File: config.mk
export PLATFORM = sky130hd
export DESIGN_NAME = run_controller
export DESIGN_NICKNAME = d
export VERILOG_FILES = /design/src/rtl/run_controller.sv
export SDC_FILE = /design/constraint.sdc
export NUM_CORES = 1
export LEC_CHECK = 0
export CORE_MARGIN = 4
export CORE_UTILIZATION = 52
export DETAILED_ROUTE_END_ITERATION = 10
export HOLD_SLACK_MARGIN = 0.02
export PLACE_DENSITY = 0.84
export SLEW_MARGIN = 20
export SYNTH_ARGS = -nofsm -noshare
export SYNTH_HDL_FRONTEND = slang
export SYNTH_SLANG_ARGS = --single-unit
File: constraint.sdc
create_clock -name clk -period 5.33 [get_ports clk]
set_input_delay 0.533 -clock clk [delete_from_list [all_inputs] [get_ports clk]]
set_output_delay 0.533 -clock clk [all_outputs]
set_load 0.01 [all_outputs]
File: src/rtl/run_controller.sv
`default_nettype none
// ============================================================================
// Module      : run_controller
// Description : Sequences one program run of the processor core. Converts the
//               external req/done handshake into a PC load pulse, the core
//               enable window, a post-halt drain period and run completion,
//               and counts executed RUN cycles (saturating).
//               Optional watchdog: define RUN_CTRL_WATCHDOG_EN to force a stop
//               after WDOG_LIMIT RUN cycles; otherwise timeout is always 0.
// Revision    : 1.0 - initial release
// ============================================================================
module run_controller #(
    parameter int PC_W         = 10,
    parameter int CNT_W        = 16,
    parameter int DRAIN_CYCLES = 2,
    parameter int WDOG_LIMIT   = 50000
) (
    input  logic             clk,
    input  logic             reset,
    input  logic             req,
    input  logic [PC_W-1:0]  start_addr,
    input  logic             halt,
    output logic             pc_load,
    output logic [PC_W-1:0]  pc_load_val,
    output logic             core_en,
    output logic             busy,
    output logic             done,
    output logic [CNT_W-1:0] cycles,
    output logic             timeout
);

    typedef enum logic [2:0] {
        IDLE  = 3'd0,
        LOAD  = 3'd1,
        RUN   = 3'd2,
        DRAIN = 3'd3,
        DONE  = 3'd4
    } state_t;

    // Drain counter only needs to reach DRAIN_CYCLES-1; keep at least one bit.
    localparam int            DW         = (DRAIN_CYCLES > 1) ? $clog2(DRAIN_CYCLES) : 1;
    localparam logic [DW-1:0] DRAIN_LAST = DW'((DRAIN_CYCLES > 0) ? DRAIN_CYCLES - 1 : 0);

    state_t           state;
    logic             req_q;
    logic [DW-1:0]    drain_cnt;
    logic             rise;
    logic [CNT_W-1:0] cycles_inc;
    logic             wdog_hit;

    // Run start is qualified by a 0->1 transition of the request level.
    assign rise       = req & ~req_q;
    // Count including the current RUN cycle, held at all-ones instead of wrapping.
    assign cycles_inc = (&cycles) ? cycles : cycles + CNT_W'(1);

`ifdef RUN_CTRL_WATCHDOG_EN
    // Limit is reached when this RUN cycle brings the count up to WDOG_LIMIT.
    assign wdog_hit = (32'(cycles_inc) >= 32'(WDOG_LIMIT));
`else
    logic unused_wdog_limit;
    assign wdog_hit          = 1'b0;
    assign unused_wdog_limit = (WDOG_LIMIT == 0);
`endif

    // Run sequencer: state, request edge history and all registered outputs.
    always_ff @(posedge clk or posedge reset) begin
        if (reset) begin
            state       <= IDLE;
            req_q       <= 1'b0;
            drain_cnt   <= '0;
            pc_load     <= 1'b0;
            pc_load_val <= '0;
            core_en     <= 1'b0;
            busy        <= 1'b0;
            done        <= 1'b0;
            cycles      <= '0;
            timeout     <= 1'b0;
        end else begin
            req_q <= req;
            case (state)
                IDLE: begin
                    if (rise) begin
                        state       <= LOAD;
                        pc_load_val <= start_addr;
                        pc_load     <= 1'b1;
                        busy        <= 1'b1;
                    end
                end
                LOAD: begin
                    state   <= RUN;
                    pc_load <= 1'b0;
                    core_en <= 1'b1;
                    cycles  <= '0;
                    timeout <= 1'b0;
                end
                RUN: begin
                    cycles <= cycles_inc;
                    // halt in the same cycle as the limit wins: no timeout flag.
                    if (halt || wdog_hit) begin
                        core_en   <= 1'b0;
                        timeout   <= ~halt;
                        drain_cnt <= '0;
                        if (DRAIN_CYCLES == 0) begin
                            state <= DONE;
                            busy  <= 1'b0;
                            done  <= 1'b1;
                        end else begin
                            state <= DRAIN;
                        end
                    end
                end
                DRAIN: begin
                    if (drain_cnt == DRAIN_LAST) begin
                        state <= DONE;
                        busy  <= 1'b0;
                        done  <= 1'b1;
                    end else begin
                        drain_cnt <= drain_cnt + DW'(1);
                    end
                end
                DONE: begin
                    if (!req) begin
                        state <= IDLE;
                        done  <= 1'b0;
                    end
                end
                default: begin
                    state   <= IDLE;
                    pc_load <= 1'b0;
                    core_en <= 1'b0;
                    busy    <= 1'b0;
                    done    <= 1'b0;
                end
            endcase
        end
    end

endmodule
`default_nettype wire

==> flow_summary.yaml <==
floorplanning:
  floorplan.initialDensity_pct: 53.7
  dieArea_mm2: 0.00445
  core_mm2: 0.00334
  row_count: 21
  fp.dieW_um: 66.7
  die_height_um: 66.7
  io_pins: 45
timing:
  fin_skew_ns: 0.0144
  period_share_pct: 40.3
  rsz0062_at_grt: "false"
  hold_viol: 0
  fmax_mhz: 465
  layout_setup_ws_ns: 3.18
  final_max_slew_viol_count: 0
  slew_headroom_pct: 57.3
  worst_slew_pin_slew_ns: 0.635
  setup_tns_ns: 0
  period_needed_ns: 2.15
  setup_viol_count_final: 0
placement:
  dp_hpwl_mm: 2.84
  port-buffer-count: 44
  place_congestion: 0.895
  place_ws_ns: 3.21
setup_path:
  path_buf_inv: 0
  setup.worst_path.start_class: "flip-flop"
  worstPathCellList: "or3b_1 > nor4_1 > a221o_2"
  cp_slowest_cell: "nor4_1"
  max_stage_delay_ns: 0.62
  critPathArrivalTime_ns: 2.45
  end_kind: "flip-flop"
  path_delay_family: "simple AND/OR/NAND/NOR gates"
  worstPathRequired_ns: 5.63
  crit_fanout: 14
  path_class: "flip-flop to flip-flop"
final_layout:
  final_cell_mix: "clkdlybuf4s50_1, dfrtp_1, nand2_1, nor2_1, mux2_2"
  ff_latch_area_um2: 901
  layout_commonest_cell: "clkdlybuf4s50_1"
  syn_to_final_growth_pct: 30.8
  nFillCells: 241
  multi_input_area_um2: 846
  drive_above_1_share_pct: 14.2
  n_antenna_cell: 0
  nets: 225
clock_network:
  clk_latency_ns: 0.35
  cts_buffers: 5
  clkSlewWorstSetupHoldPaths_ns: 0.12
  cts_resized: 0
  cts_hold_buf: 0
  clock-sinks: 36
  postCtsSetupBuffers: 0
  cts_root_buf: "clkbuf_4"
  clockBufferDepth: 2
  cts_tree: "yes"
  htreeDepth: 2
logic_synthesis:
  synthCells: 164
  yosysSeqAreaShare_pct: 50.3
  ys_async_sr_fraction_pct: 100
  yosys.area.top_type: "dfrtp_1"
  yosys.area.top_type_share_pct: 50.3
  yosys-top-cells-area: "dfrtp_1, mux2_2, a221o_2"
  synth_cell_types: 44
  syn_area_mm2: 0.00179
  synth_nets: 179
  synth_edf_count: 0
  ys_warn_count: 0
  syn_avg_cell_area_um2: 10.9
  ys_ff_latch: 36
  synth-main-ff-cell: "dfrtp_1"
detailed_routing:
  ant_nets: 0
  via_count: 1472
  drc: 0
  viasPerCell: 5.73
  wl_per_cell_um: 15.4
  firstDrtPassIters: 4
  dr.first_iter.drc_count: 120
  routed_wl_mm: 3.96
grt:
  grt_pass1_wl_mm: 6.82
  grt.overflow.total: 0
  grt_pass1_vias: 1446
  track_usage_pct: 20.6
  grt_max_degree: 37
  grt_antenna_before_repair: 0
job:
  drv_cap: 0
status:
  status: "complete, no violations"
pwr:
  vdd_drop_max_mv: 0.301
  cellLeakagePower_uw: 0.00103
  pwr_density_cell_mw_per_mm2: 470
min_path:
  min_path_type: "flip-flop to flip-flop"
## area by class of cell
class | count | area share, %
Clock buffer | 6 | 1.76
Clock inverter | 2 | 1.49
Multi-Input combinational cell | 119 | 36.1
Sequential cell | 36 | 38.4
Tap cell | 46 | 2.46
Inverter | 2 | 0.320
Timing Repair Buffer | 46 | 19.4
## routing by layer
metal  wire length (um)  GRT usage [%]
met3                235           6.91
met4                 48           6.85
met5                  0              0
met1               1610           24.1
met2               2070           35.0
## through the flow
step,std cells,hold slack (ns),area (um2),util (%),power [uW]
3_5_place_dp,249,0.483,2270,67.9,919
5_1_grt,257,0.531,2340,70.2,1180
6_report,257,0.500,2340,70.2,1100
2_1_floorplan,164,0.504,1790,-,723
3_3_place_gp,249,0.474,2270,67.9,896
4_1_cts,257,0.504,2340,70.2,1110
## worst register-to-register path, cell delays in order, from the launching register on
cell and delay, ns:
dfrtp_1 0.61, or3b_1 0.60, nor4_1 0.62, a221o_2 0.27
## cell usage after synthesis (all sizes together), types with 2 or more instances
master and instances:
nor2b 5, nand2b 2, a21o 2, and4 3, mux2 11, nor3b 4
nand4 3, a221o 6, o21ai 6, nor3 7, a21oi 5, dfrtp 36
xnor2 2, nand3 8, nor2 9, mux2i 2, inv 2, clkbuf 3
buf 4, and3 4, o22a 2, and2 3, nand2 13, a22o 3
nor4 3, a211o 4, o21a 2
## path summary, 6_finish.rpt
kind | startpoint | to | slack, ns | depth (start not counted)
worst max-delay path | state[1] | cycles[13] | 3.18 | 3
worst min-delay path | pc_load_val[2] | pc_load_val[2] | 0.50 | 1
worst max register to register | state[1] | cycles[13] | 3.18 | 3
worst min register to register | pc_load_val[2] | pc_load_val[2] | 0.50 | 1
max in group asynchronous | reset | done | 4.44 | 3
min in group asynchronous | reset | cycles[14] | 0.57 | 3
## logic make-up (layout without fill, tap and decap cells)
family          Yosys count  count (layout)  synth area share [%]
compound gates           34              34                  15.8
xor+xnor                  2               2                 0.978
fa+ha+maj                 1               1                 0.698
buf+inv                   9              56                  2.51
flops                    36              36                  50.3
mux                      13              13                  8.03
simple gates             69              69                  21.7
## sequential cells by signal, summed over array words and instances (netlist names)
name,cells
core_en,1
drain_cnt,1
pc_load_val,10
state,3
timeout,1
cycles,16
req_q,1
busy,1
pc_load,1
done,1
## report_power, final
group | total (uW) | switching (uW) | internal, uW
clock | 191 | 92.3 | 98.3
combinational | 466 | 220 | 246
sequential | 444 | 91.5 | 353
total | 1100 | 404 | 696
(Power assumes the default switching activity.)
